File: src/rtl/sensor_spi_pkg.sv
// Shared definitions for the sensor SPI packet master.
// Contents: packet geometry, byte offsets, flag bit positions, the
// transmitter state type, the sampled-sensor struct and the packet builder.
// Optional feature macro: SPI_PKT_CHECKSUM_EN (byte 15 = XOR of bytes 0..14;
// when undefined, bytes 14 and 15 are both 8'h00).
package sensor_spi_pkg;

  localparam logic [7:0] HEADER_BYTE = 8'hAA;
  localparam int PKT_BYTES = 16;
  localparam int PKT_BITS  = 128;

  // Byte offsets inside the packet (byte 0 goes on the wire first).
  localparam int HEADER    = 0;
  localparam int ROLL_MSB  = 1;
  localparam int ROLL_LSB  = 2;
  localparam int PITCH_MSB = 3;
  localparam int PITCH_LSB = 4;
  localparam int YAW_MSB   = 5;
  localparam int YAW_LSB   = 6;
  localparam int GX_MSB    = 7;
  localparam int GX_LSB    = 8;
  localparam int GY_MSB    = 9;
  localparam int GY_LSB    = 10;
  localparam int GZ_MSB    = 11;
  localparam int GZ_LSB    = 12;
  localparam int FLAGS     = 13;
  localparam int RSVD      = 14;
  localparam int CHKSUM    = 15;

  localparam int FLAG_EULER_BIT = 0;
  localparam int FLAG_GYRO_BIT  = 1;

  typedef enum logic [2:0] {IDLE, LEAD, SHIFT, TRAIL, GAP} tx_state_t;

  typedef struct packed {
    logic signed [15:0] roll;
    logic signed [15:0] pitch;
    logic signed [15:0] yaw;
    logic signed [15:0] gyro_x;
    logic signed [15:0] gyro_y;
    logic signed [15:0] gyro_z;
    logic               euler_v;
    logic               gyro_v;
  } sensor_sample_t;

  // XOR of every byte before the checksum slot; byte 0 sits in the top bits.
  function automatic logic [7:0] pkt_xor(input logic [PKT_BITS-1:0] pkt);
    logic [7:0] acc;
    acc = 8'h00;
    for (int i = 0; i < CHKSUM; i++) begin
      acc = acc ^ pkt[PKT_BITS-1-8*i -: 8];
    end
    return acc;
  endfunction

  // Lay the sample out as the 128-bit wire image, MSB = first bit sent.
  function automatic logic [PKT_BITS-1:0] build_packet(input sensor_sample_t s);
    logic [7:0]          b [PKT_BYTES];
    logic [PKT_BITS-1:0] v;
    b[HEADER]    = HEADER_BYTE;
    b[ROLL_MSB]  = s.roll[15:8];
    b[ROLL_LSB]  = s.roll[7:0];
    b[PITCH_MSB] = s.pitch[15:8];
    b[PITCH_LSB] = s.pitch[7:0];
    b[YAW_MSB]   = s.yaw[15:8];
    b[YAW_LSB]   = s.yaw[7:0];
    b[GX_MSB]    = s.gyro_x[15:8];
    b[GX_LSB]    = s.gyro_x[7:0];
    b[GY_MSB]    = s.gyro_y[15:8];
    b[GY_LSB]    = s.gyro_y[7:0];
    b[GZ_MSB]    = s.gyro_z[15:8];
    b[GZ_LSB]    = s.gyro_z[7:0];
    b[FLAGS]     = 8'h00;
    b[FLAGS][FLAG_EULER_BIT] = s.euler_v;
    b[FLAGS][FLAG_GYRO_BIT]  = s.gyro_v;
    b[RSVD]      = 8'h00;
    b[CHKSUM]    = 8'h00;
    v = '0;
    for (int i = 0; i < PKT_BYTES; i++) begin
      v[PKT_BITS-1-8*i -: 8] = b[i];
    end
`ifdef SPI_PKT_CHECKSUM_EN
    v[7:0] = pkt_xor(v);
`endif
    return v;
  endfunction

endpackage

File: src/rtl/sensor_spi_packet_master_tick_gen.sv
// spi_sck_tick_gen: half-period strobe generator for the SPI clock.
// Ports: clk, rst_n (async active-low), en (counter held clear when low),
//        rise / fall (one-cycle strobes, alternating, rise first).
// The first strobe (a rise) fires on the first enabled cycle, then one
// strobe every SCK_HALF cycles.
module spi_sck_tick_gen #(
  parameter int unsigned SCK_HALF = 15
) (
  input  logic clk,
  input  logic rst_n,
  input  logic en,
  output logic rise,
  output logic fall
);

  localparam int CW = (SCK_HALF > 1) ? $clog2(SCK_HALF) : 1;

  logic [CW-1:0] cnt_q, cnt_d;
  logic          phase_q, phase_d;
  logic          tick_s;

  assign tick_s = en && (cnt_q == CW'(0));
  assign rise   = tick_s && !phase_q;
  assign fall   = tick_s && phase_q;

  // Next half-period count and rise/fall phase.
  always_comb begin
    cnt_d   = cnt_q;
    phase_d = phase_q;
    if (!en) begin
      cnt_d   = CW'(0);
      phase_d = 1'b0;
    end else begin
      if (cnt_q == CW'(SCK_HALF - 1)) begin
        cnt_d = CW'(0);
      end else begin
        cnt_d = cnt_q + CW'(1);
      end
      if (tick_s) begin
        phase_d = !phase_q;
      end else begin
        phase_d = phase_q;
      end
    end
  end

  // Counter and phase registers.
  always_ff @(posedge clk or negedge rst_n) begin
    if (!rst_n) begin
      cnt_q   <= CW'(0);
      phase_q <= 1'b0;
    end else begin
      cnt_q   <= cnt_d;
      phase_q <= phase_d;
    end
  end

endmodule

File: src/rtl/sensor_spi_packet_master.sv
// sensor_spi_packet_master: SPI mode-0 master sending one 16-byte sensor
// packet per accepted sample, MSB first.
// Ports: clk, rst_n (async active-low); in_valid/in_ready handshake;
//        roll/pitch/yaw/gyro_x/gyro_y/gyro_z (signed 16-bit), euler_v, gyro_v;
//        cs_n, sck, sdo (registered SPI pins); busy, done (status).
// Optional feature macro: SPI_PKT_CHECKSUM_EN (see sensor_spi_pkg).
// Timing: cs_n low = CS_LEAD + 256*SCK_HALF + CS_TRAIL cycles. SHIFT covers
// 128 full SCK periods, so it ends one low half-period after the last fall.
module sensor_spi_packet_master
  import sensor_spi_pkg::*;
#(
  parameter int unsigned SCK_HALF = 15,
  parameter int unsigned CS_LEAD  = 60,
  parameter int unsigned CS_TRAIL = 30,
  parameter int unsigned CS_GAP   = 90
) (
  input  logic               clk,
  input  logic               rst_n,
  input  logic               in_valid,
  output logic               in_ready,
  input  logic signed [15:0] roll,
  input  logic signed [15:0] pitch,
  input  logic signed [15:0] yaw,
  input  logic signed [15:0] gyro_x,
  input  logic signed [15:0] gyro_y,
  input  logic signed [15:0] gyro_z,
  input  logic               euler_v,
  input  logic               gyro_v,
  output logic               cs_n,
  output logic               sck,
  output logic               sdo,
  output logic               busy,
  output logic               done
);

  localparam int CNT_W = 16;

  tx_state_t             state_q, state_d;
  logic [CNT_W-1:0]      cnt_q, cnt_d;
  logic [PKT_BITS-1:0]   shreg_q, shreg_d;
  logic [6:0]            bit_cnt_q, bit_cnt_d;
  logic                  fin_q, fin_d;
  logic                  cs_n_q, cs_n_d;
  logic                  sck_q, sck_d;
  logic                  sdo_q, sdo_d;
  logic                  busy_q, busy_d;
  logic                  done_q, done_d;
  logic                  in_ready_q, in_ready_d;
  sensor_sample_t        sample_s;
  logic [PKT_BITS-1:0]   pkt_s;
  logic                  sck_rise_s, sck_fall_s;

  assign sample_s.roll    = roll;
  assign sample_s.pitch   = pitch;
  assign sample_s.yaw     = yaw;
  assign sample_s.gyro_x  = gyro_x;
  assign sample_s.gyro_y  = gyro_y;
  assign sample_s.gyro_z  = gyro_z;
  assign sample_s.euler_v = euler_v;
  assign sample_s.gyro_v  = gyro_v;
  assign pkt_s            = build_packet(sample_s);

  // LEAD hands over one cycle early: the tick generator strobes a rise on
  // its first enabled cycle, so the registered sck rises CS_LEAD after cs_n.
  spi_sck_tick_gen #(.SCK_HALF(SCK_HALF)) u_tick (
    .clk  (clk),
    .rst_n(rst_n),
    .en   (state_q == SHIFT),
    .rise (sck_rise_s),
    .fall (sck_fall_s)
  );

  // Next-state and next-output logic for the packet FSM.
  always_comb begin
    state_d    = state_q;
    cnt_d      = cnt_q;
    shreg_d    = shreg_q;
    bit_cnt_d  = bit_cnt_q;
    fin_d      = fin_q;
    cs_n_d     = cs_n_q;
    sck_d      = sck_q;
    sdo_d      = sdo_q;
    busy_d     = busy_q;
    done_d     = 1'b0;
    in_ready_d = in_ready_q;
    case (state_q)
      IDLE: begin
        if (in_valid && in_ready_q) begin
          state_d    = LEAD;
          shreg_d    = pkt_s;
          sdo_d      = pkt_s[PKT_BITS-1];
          cs_n_d     = 1'b0;
          busy_d     = 1'b1;
          in_ready_d = 1'b0;
          cnt_d      = '0;
          bit_cnt_d  = 7'd0;
          fin_d      = 1'b0;
        end else begin
          in_ready_d = 1'b1;
        end
      end
      LEAD: begin
        if (cnt_q == CNT_W'(CS_LEAD - 2)) begin
          state_d = SHIFT;
          cnt_d   = '0;
        end else begin
          cnt_d = cnt_q + CNT_W'(1);
        end
      end
      SHIFT: begin
        if (sck_rise_s) begin
          // The rise slot after the 128th fall closes the last period.
          if (fin_q) begin
            state_d = TRAIL;
            cnt_d   = '0;
          end else begin
            sck_d = 1'b1;
          end
        end else if (sck_fall_s) begin
          sck_d = 1'b0;
          if (bit_cnt_q == 7'd127) begin
            fin_d = 1'b1;
          end else begin
            shreg_d   = {shreg_q[PKT_BITS-2:0], 1'b0};
            sdo_d     = shreg_q[PKT_BITS-2];
            bit_cnt_d = bit_cnt_q + 7'd1;
          end
        end else begin
          sck_d = sck_q;
        end
      end
      TRAIL: begin
        if (cnt_q == CNT_W'(CS_TRAIL - 1)) begin
          state_d = GAP;
          cs_n_d  = 1'b1;
          sdo_d   = 1'b0;
          cnt_d   = '0;
        end else begin
          cnt_d = cnt_q + CNT_W'(1);
        end
      end
      GAP: begin
        if (cnt_q == CNT_W'(CS_GAP - 1)) begin
          state_d    = IDLE;
          done_d     = 1'b1;
          in_ready_d = 1'b1;
          busy_d     = 1'b0;
          cnt_d      = '0;
        end else begin
          cnt_d = cnt_q + CNT_W'(1);
        end
      end
      default: begin
        state_d    = IDLE;
        cs_n_d     = 1'b1;
        sck_d      = 1'b0;
        sdo_d      = 1'b0;
        busy_d     = 1'b0;
        in_ready_d = 1'b1;
        cnt_d      = '0;
      end
    endcase
  end

  // FSM state, counters, shift register and registered pin outputs.
  always_ff @(posedge clk or negedge rst_n) begin
    if (!rst_n) begin
      state_q    <= IDLE;
      cnt_q      <= '0;
      shreg_q    <= '0;
      bit_cnt_q  <= 7'd0;
      fin_q      <= 1'b0;
      cs_n_q     <= 1'b1;
      sck_q      <= 1'b0;
      sdo_q      <= 1'b0;
      busy_q     <= 1'b0;
      done_q     <= 1'b0;
      in_ready_q <= 1'b1;
    end else begin
      state_q    <= state_d;
      cnt_q      <= cnt_d;
      shreg_q    <= shreg_d;
      bit_cnt_q  <= bit_cnt_d;
      fin_q      <= fin_d;
      cs_n_q     <= cs_n_d;
      sck_q      <= sck_d;
      sdo_q      <= sdo_d;
      busy_q     <= busy_d;
      done_q     <= done_d;
      in_ready_q <= in_ready_d;
    end
  end

  assign cs_n     = cs_n_q;
  assign sck      = sck_q;
  assign sdo      = sdo_q;
  assign busy     = busy_q;
  assign done     = done_q;
  assign in_ready = in_ready_q;

endmodule
File: config.mk
export PLATFORM = sky130hd
export DESIGN_NAME = sensor_spi_packet_master
export DESIGN_NICKNAME = d
export VERILOG_FILES = /design/src/rtl/sensor_spi_pkg.sv /design/src/rtl/sensor_spi_packet_master_tick_gen.sv /design/src/rtl/sensor_spi_packet_master.sv
export SDC_FILE = /design/constraint.sdc
export NUM_CORES = 1
export LEC_CHECK = 0
export ABC_AREA = 1
export CAP_MARGIN = 20
export CORE_ASPECT_RATIO = 1.25
export CORE_MARGIN = 3
export CORE_UTILIZATION = 40
export DETAILED_ROUTE_END_ITERATION = 16
export REMOVE_ABC_BUFFERS = 1
export SLEW_MARGIN = 20
export SYNTH_ARGS = -nofsm -noshare
export SYNTH_HDL_FRONTEND = slang
export SYNTH_SLANG_ARGS = --single-unit
export TNS_END_PERCENT = 1
File: constraint.sdc
create_clock -name clk -period 2 [get_ports clk]
set_input_delay 0.6 -clock clk [delete_from_list [all_inputs] [get_ports clk]]
set_output_delay 0.6 -clock clk [all_outputs]
set_load 0.02 [all_outputs]
==> flow_summary.json <==
{
  "grt_max_degree": 101,
  "ant_nets": 0,
  "grt_pass1_vias": 6315,
  "portBuffers": 106,
  "crit_start": "done",
  "comb_power_share": 0.423,
  "cts.sinks": 149,
  "ys_seq_area_frac": 0.491,
  "powerDensity_nw_per_um2": 1410,
  "chipWidth_um": 129,
  "power_frac_seq": 0.341,
  "slew_headroom": 0.752,
  "synth_top_area_share": 0.485,
  "critical-path-top-delay-family": "buffers and inverters",
  "drive_gt1_frac": 0.0773,
  "cts_root_buf": "clkbuf_16",
  "slowest_delay_ps": 590,
  "fin_hold_ws_ps": 65.4,
  "start_util": 0.413,
  "fin_crit_ps": 1920,
  "synth_compound_area_frac": 0.158,
  "netSwitchingPower_uw": 5320,
  "period_share": 0.959,
  "max_freq_ghz": 0.521,
  "finalNonFillerCells": 1354,
  "path_max_fanout": 1,
  "synth_top_family_by_area": "simple AND/OR/NAND/NOR gates",
  "finalSetupViolCount": 0,
  "path_depth": 1,
  "wl_per_cell_um": 12.1,
  "grt_pass1_wl_um": 29000,
  "clkPwrFrac": 0.236,
  "final_util": 0.526,
  "cp.arrival_ps": 1320,
  "cp-endpoint": "done",
  "cts_tree": "done",
  "synth_edf_count": 0,
  "die-height_um": 160,
  "hold_path.class": "input pin to async pin",
  "ys_ff_latch": 149,
  "synth_flop_cell": "dfrtp_1",
  "cts_setup_buffers": 0,
  "yosysMostFrequentCell": "nand2_1",
  "rows": 55,
  "viasPerCell": 4.78,
  "dpl.cell_count": 1322,
  "core_um2": 18400,
  "skew_ps": 10.8,
  "yosysTopAreaCell": "dfrtp_1",
  "slew_violations": 0,
  "vdd_ir_drop_max_uv": 795,
  "status": "finished, final reports clean",
  "grt_overflow": 0,
  "rsz0062_at_grt": "yes",
  "worst_pin_slew_ps": 372,
  "synth-simple-area-share": 0.218,
  "synth.avg_cell_area_um2": 7.57,
  "via_count": 6469,
  "yosys-top-cells-count": "310 x nand2_1, 147 x dfrtp_1, 136 x inv_1, 106 x o21ai_1, 105 x o21ai_0",
  "hpwl_um": 11700,
  "timing.rr.start": "u_tick.cnt_q[0]",
  "reg2reg_depth": 10,
  "ys_top_cells_by_area": "dfrtp_1 48%, nand2_1 15%, o21ai_1 7.0%",
  "start_kind": "flop",
  "grt_usage": 0.169,
  "htreeDepth": 4,
  "worst_path_max_delay_cell": "clkdlybuf4s50_1",
  "yosysWarnings": 0,
  "firstDrtPassIters": 4,
  "worstPathRequired_ps": 1400,
  "crit_buf_inv": 1,
  "synth_xor_xnor_area_share": 0.0150,
  "layout.nets": 1221,
  "cp-end-kind": "primary output",
  "cts_hold_buffers": 0,
  "clock_latency_ps": 420,
  "cts.path.max_buffers": 2,
  "synth_fa_ha_area_frac": 0.0115,
  "cts.clk_slew.worst_paths_ps": 70,
  "antenna_found_initial": 0,
  "leakage_uw": 0.00472,
  "numCtsBuffers": 17,
  "netlist_area_um2": 7590,
  "hold_viol_final": 0,
  "drt_iter0_drc": 337,
  "drc": 0,
  "ys_types": 35,
  "switching_share": 0.390,
  "antennaDiodeCount": 0,
  "timing.max_cap.violations": 0,
  "gp_congestion": 0.862,
  "internal_power_uw": 8330,
  "r2r_slack_ps": 190,
  "crit_type": "flop to primary output",
  "syn2layout_area_growth_pct": 27.3,
  "async_reset_ff_frac": 1.00,
  "die_area_um2": 20700,
  "muxShareOfSynthArea": 0,
  "path_cells": "clkdlybuf4s50_1",
  "detail_route.wirelength_um": 16400,
  "synth_cells": 1003,
  "rr_endpoint": "shreg_q[111]",
  "ios": 107,
  "nFillCells": 1724
}
## flip-flops by register name (all words and copies together), names as in the netlist, 3 cells and up
| register | flops |
|---|---|
| shreg_q | 111 |
| cnt_q | 16 |
| bit_cnt_q | 7 |
| u_tick.cnt_q | 4 |
| state_q | 3 |
## cells by family (layout without fill, tap and decap cells)
| family | Yosys count | in the layout |
|---|---|---|
| compound gates | 230 | 230 |
| xor+xnor | 13 | 13 |
| fa+ha+maj | 7 | 7 |
| buf+inv | 192 | 315 |
| flops | 149 | 149 |
| simple gates | 412 | 412 |
## through the flow
stage / TNS (ps) / total power, µW / setup slack (ps) / cell area [µm²]
detailed placement: -22060 / 10500 / -248 / 9070
CTS: 0 / 13800 / 57.2 / 9660
floorplan: -208600 / 8190 / -2270 / 7320
global route: -5.91 / 14900 / -5.91 / 9660
finish: 0 / 13700 / 82.2 / 9660
global placement: -21010 / 10400 / -227 / 9070
## worst register-to-register path, stage by stage, from the launching register on
cell and delay [ps]:
dfrtp_1 410, inv_1 90, ha_1 150, nand2_1 110, o21ai_2 170, nand2_2 90, a21oi_4 190, buf_4 230
buf_12 170, nand2_1 60, o21ai_1 80
## area by class of cell
class	count	area (µm²)	area share
Timing Repair Buffer	142	1470	0.152
Clock inverter	15	166	0.0172
Multi-Input combinational cell	662	3060	0.316
Sequential cell	149	3730	0.386
Tap cell	228	285	0.0295
Inverter	141	532	0.0550
Clock buffer	17	425	0.0440
## how the worst min path moves through the flow
stage,slack [ps],start,end,cells past startpoint
after floorplan,300,rst_n,bit_cnt_q[0],0
after global placement,450,cs_n,cs_n,2
after detailed placement,460,shreg_q[125],shreg_q[125],2
after CTS,60,rst_n,cnt_q[7],1
after global routing,70,rst_n,cnt_q[12],1
final,70,rst_n,cnt_q[7],1
## layout by cell type (no fill, tap or decap), drive strengths merged, types with 2 or more instances in the layout
cell	netlist	routed
clkbuf	13	17
o211ai	3	3
nand3	39	39
clkinvlp	0	3
nor2	42	42
inv	141	148
bufinv	0	2
dfstp	2	2
ha	7	7
nand2	312	312
nand4	10	10
xnor2	2	2
buf	38	37
xor2	11	11
clkdlybuf4s50	0	100
nor3	6	6
a21oi	5	5
dlygate4sd2	0	5
o21ai	212	212
clkinv	0	3
or2	2	2
o31ai	3	3
o22ai	3	3
dfrtp	147	147
## layer usage
metal / up-vias / GRT usage / wire length (µm)
met5: - / 0 / 0
met2: 130 / 0.253 / 7550
met3: 12 / 0.0375 / 645
li1: 3393 / - / -
met4: 0 / 0.0468 / 169
met1: 2934 / 0.245 / 8070
## repair_timing
| item | 4_1_cts | 5_1_grt |
|---|---|---|
| gates cloned | 0 | 0 |
| gates resized for setup | 5 | 1 |
| setup endpoints to repair | 5 | 1 |
## power groups by stage
stage / clock [µW] / combinational, µW / sequential, µW
6_report: 3220 / 5780 / 4650
5_1_grt: 3420 / 6720 / 4790
4_1_cts: 3300 / 5850 / 4660
3_5_place_dp: 0 / 5840 / 4710
3_3_place_gp: 0 / 5740 / 4680
2_1_floorplan: 0 / 3560 / 4640
Note: power is estimated with default switching activity, not from simulation.
==> edit 1 (same flow settings) <==
Take the reset off `shreg_q` and load it in a clocked block of its own.
--- a/src/rtl/sensor_spi_packet_master.sv
+++ b/src/rtl/sensor_spi_packet_master.sv
@@ -167,7 +167,6 @@
     if (!rst_n) begin
       state_q    <= IDLE;
       cnt_q      <= '0;
-      shreg_q    <= '0;
       bit_cnt_q  <= 7'd0;
       fin_q      <= 1'b0;
       cs_n_q     <= 1'b1;
@@ -179,7 +178,6 @@
     end else begin
       state_q    <= state_d;
       cnt_q      <= cnt_d;
-      shreg_q    <= shreg_d;
       bit_cnt_q  <= bit_cnt_d;
       fin_q      <= fin_d;
       cs_n_q     <= cs_n_d;
@@ -191,6 +189,10 @@
     end
   end
 
+  always_ff @(posedge clk) begin
+    shreg_q <= shreg_d;
+  end
+
   assign cs_n     = cs_n_q;
   assign sck      = sck_q;
   assign sdo      = sdo_q;
Check against the original RTL: no difference found for any inputs over 4 cycles, from zero or initial values and one cycle with rst_n low; that may be too few to reach the edited logic, so the function may still have changed.
==> edit 1 against the original RTL <==
Clock skew decreased by 0.0032 ns. Setup slack got worse by 0.017 ns. Wire length decreased by 8.7%. Area after synthesis decreased by 7.9%. Sequential power increased by 15%. Die area decreased by 7.6%. Combinational power decreased by 32%. Sequential cell count unchanged. Non-clock buffer count decreased by 15. Total power decreased by 6.5%. Cell area decreased by 5.7%. Sequential share of layout area increased by 8.4 points. Highest routed layer unchanged.
==> edit 1: results (changes against the original RTL) <==
[outcome]
status = finished, final reports clean

[drt]
wl_mm = 15.0  ; -8.7%
dr_wl_met3_um = 586  ; -9.1%
drt_iter0_markers = 262  ; -22%
wl_met2_mm = 7.20  ; -4.7%
met1Wirelength_mm = 7.02  ; -13%

[power_and_ir_drop]
max-vdd-ir-drop_mv = 0.781  ; -1.8%
sequentialPowerShare_pct = 42.1  ; +8.0 points
clkPwrFrac_pct = 27.3  ; +3.7 points
power.switching_mw = 4.19  ; -21%
p_leak_nw = 4.01  ; -15%
powerSeq_mw = 5.36  ; +15%

[worst_setup_path]
reg2reg_to = shreg_q[59]
reg2reg_depth = 7  ; -3

[cells_and_area]
final_layout_size_suffix_gt1_share_pct = 9.40  ; +1.7 points
final_cells = 1124  ; -17%

[sta]
maxSlewHeadroom_pct = 74.5  ; -0.72 points
layout_min_cycle_time_ns = 1.93  ; +0.0167 ns
hold_slack_ns = 0.140  ; +0.0746 ns
skew_ns = 0.00759  ; -0.00318 ns

[yosys]
ys_types = 32  ; -8.6%
async_flop_share_pct = 25.5  ; -74 points
synthFlopType = edfxtp_1
avgSynthCellArea_um2 = 9.08  ; +20%
synth_common_cells = nand2_1 (368), edfxtp_1 (111), inv_1 (47), nor2_1 (47), nand3_1 (40)
synthTopCellsByArea = edfxtp_1 (48%), nand2_1 (20%), dfrtp_1 (13%)
yosys.area_share.adder_pct = 1.25  ; +0.099 points
synth_edf_count = 111  ; +111
synth-xor-area-share_pct = 1.38  ; -0.12 points

[global_route]
grt_max_degree = 79  ; -22%
grt_usage_pct = 15.8  ; -1.0 points
grt_first_pass_wirelength_mm = 24.7  ; -15%
use_met1_pct = 21.7  ; -2.8 points
gr-usage-met3_pct = 3.54  ; -0.20 points

[placed_design]
dp_hpwl_mm = 10.1  ; -13%
gp_congestion = 0.837  ; -3.0%
dp_slack_ns = -0.299  ; -0.0514 ns

## edit 1: changes by cell type after synthesis, sizes merged, moves of 16 or more
cell,delta
inv,-85
edfxtp,+111
nand2,+62
o21ai,-197
nor2,+16
dfrtp,-111
buf,-22
## edit 1: final cells by class
type / instances / area [um2]
clock buffer: 19 / 433
clock inverter: 12 / 204
fill: 1594 / 7860
inverter: 56 / 211
multi-input combinational: 541 / 2380
sequential: 149 / 4290
tap: 220 / 275
timing repair buffer: 127 / 1320
## edit 1: logic make-up (layout without fill, tap and decap cells)
logic type,after synthesis,after routing
buf+inv,80,214
compound gates,29,29
simple gates,494,494
flops,149,149
xor+xnor,11,11
fa+ha+maj,7,7
## edit 1: worst max path at each step
stage,cells past startpoint,to
after global routing,1,done
after CTS,1,done
after detailed placement,9,shreg_q[72]
final,1,done
after global placement,9,shreg_q[72]
after floorplan,5,shreg_q[121]
## edit 1: what timing repair did
action	in CTS	in global routing
gates resized for setup	5	0
hold buffers	0	0
endpoints found under the setup margin	5	0
endpoints found under the hold margin	0	0
==> edit 2 (config.mk and constraints unchanged) <==
Made on the original files. The option `SPI_PKT_CHECKSUM_EN` is turned on by a define.
--- a/src/rtl/sensor_spi_pkg.sv
+++ b/src/rtl/sensor_spi_pkg.sv
@@ -3,6 +3,8 @@
 // transmitter state type, the sampled-sensor struct and the packet builder.
 // Optional feature macro: SPI_PKT_CHECKSUM_EN (byte 15 = XOR of bytes 0..14;
 // when undefined, bytes 14 and 15 are both 8'h00).
+`define SPI_PKT_CHECKSUM_EN
+
 package sensor_spi_pkg;
 
   localparam logic [7:0] HEADER_BYTE = 8'hAA;
Check against the original RTL: no difference found for any inputs over 10 cycles, from zero or initial values and one cycle with rst_n low; that may be too few to reach the edited logic, so the function may still have changed.
==> edit 2 against the original RTL <==
Synthesized cell count grew 22%. Fmax down 0.71%. Setup slack worse by 0.014 ns. Via count is 31% higher. Total power down 44%. Wire length rose by 43%. Global-route usage increased by 1.2 points. Combinational power is 85% lower. Sequential cell count grew 16. Non-clock buffer count increased by 87. Hold slack improved by 0.011 ns. Area after synthesis is 28% higher. Cell area rose by 30%. Highest routed layer unchanged.
==> edit 2: results (changes against the original RTL) <==
[outcome]
status = finished, final reports clean

[sta]
layout_min_cycle_time_ns = 1.93  ; +0.0137 ns
hold_slack_ns = 0.0760  ; +0.0106 ns
maxSlewHeadroom_pct = 65.6  ; -9.6 points
skew_ns = 0.0122  ; +0.00139 ns

[yosys]
syn_inst = 1223  ; +22%
synth_compound_area_share_pct = 17.9  ; +2.1 points
synth-xor-area-share_pct = 5.23  ; +3.7 points
ys_types = 48  ; +37%
ys_seq_area_share_pct = 42.5  ; -6.6 points
synth_common_cells = nand2_1 (304), inv_1 (215), dfrtp_1 (163), o211ai_1 (87), o21ai_1 (72)
synthTopCellsByArea = dfrtp_1 (42%), nand2_1 (12%), inv_1 (8.3%)
yosysWarnings = 0  ; unchanged
yosys.area_share.adder_pct = 0.901  ; -0.25 points

[drt]
vias_per_cell = 4.82  ; +0.80%
met1Wirelength_mm = 10.4  ; +29%
wl_mm = 23.5  ; +43%
wl_per_cell_um = 13.4  ; +10%
routed.top_layer = met4
dr_wl_met3_um = 794  ; +23%
wl_met2_mm = 11.6  ; +54%
drt_iter0_markers = 350  ; +3.9%

[clock_network]
clockBufferDepth = 2  ; unchanged
post_cts_resized = 4  ; -1
cts-root-buf = clkbuf_16
clk_latency_ns = 0.43

[global_route]
use_met1_pct = 22.6  ; -1.9 points
grt_usage_pct = 18.1  ; +1.2 points
grt_max_degree = 60  ; -41%
grt_use_met2_pct = 31.5  ; +6.1 points
grt_first_pass_wirelength_mm = 39.0  ; +34%
gr-usage-met3_pct = 3.25  ; -0.50 points
first_global_vias = 8169  ; +29%

[cells_and_area]
reg_top3 = shreg_q: 127 flops, cnt_q: 16 flops, bit_cnt_q: 7 flops
final_layout_size_suffix_gt1_share_pct = 15.4  ; +7.7 points
fin_nets = 1525  ; +25%
antenna_cells = 0  ; unchanged

[placed_design]
dp_slack_ns = -0.260  ; -0.0122 ns
dp_cells = 1723  ; +30%
portBuffers = 106  ; unchanged
dp_hpwl_mm = 17.8  ; +53%
placed_area_mm2 = 0.0120  ; +32%
gp_congestion = 0.848  ; -1.6%

[worst_setup_path]
slowest_delay_ns = 0.59  ; about the same
r2r_slack_ns = 0.12  ; -0.07 ns
reg2reg_to = state_q[0]
cp_slowest_cell = clkdlybuf4s50_1
timing.rr.start = cnt_q[1]
reg2reg_depth = 11  ; +1

[power_and_ir_drop]
switching_share_pct = 24.4  ; -15 points
clkPwrFrac_pct = 44.7  ; +21 points
p_leak_nw = 6.11  ; +29%
pwr-share-comb_pct = 11.6  ; -31 points
power.switching_mw = 1.86  ; -65%
max-vdd-ir-drop_mv = 0.576  ; -28%

edit 2: cell count changes after synthesis, sizes merged, moves of 4 or more:
cell / before / now
nand2b: 0 / 4
a21oi: 5 / 12
o22ai: 3 / 17
nand4: 10 / 17
inv: 141 / 222
nor2: 42 / 63
xor2: 11 / 22
dfrtp: 147 / 163
xnor2: 2 / 36
o211ai: 3 / 97
o21ai: 212 / 113
nand3: 39 / 52
edit 2: cells by family after synthesis:
group                    count (synthesis)
AND/OR/NAND/NOR                        463
adder cells (fa/ha/maj)                  7
flip-flops                             165
buffers and inverters                  276
XOR/XNOR                                58
AO/OA/AOI/OAI                          254
edit 2: area by class of cell:
cell class,count,area (um2)
fill,2315,11200
multi-input combinational,782,4380
sequential,165,4130
timing repair buffer,229,2220
inverter,222,836
clock buffer,18,429
tap,325,407
clock inverter,13,173
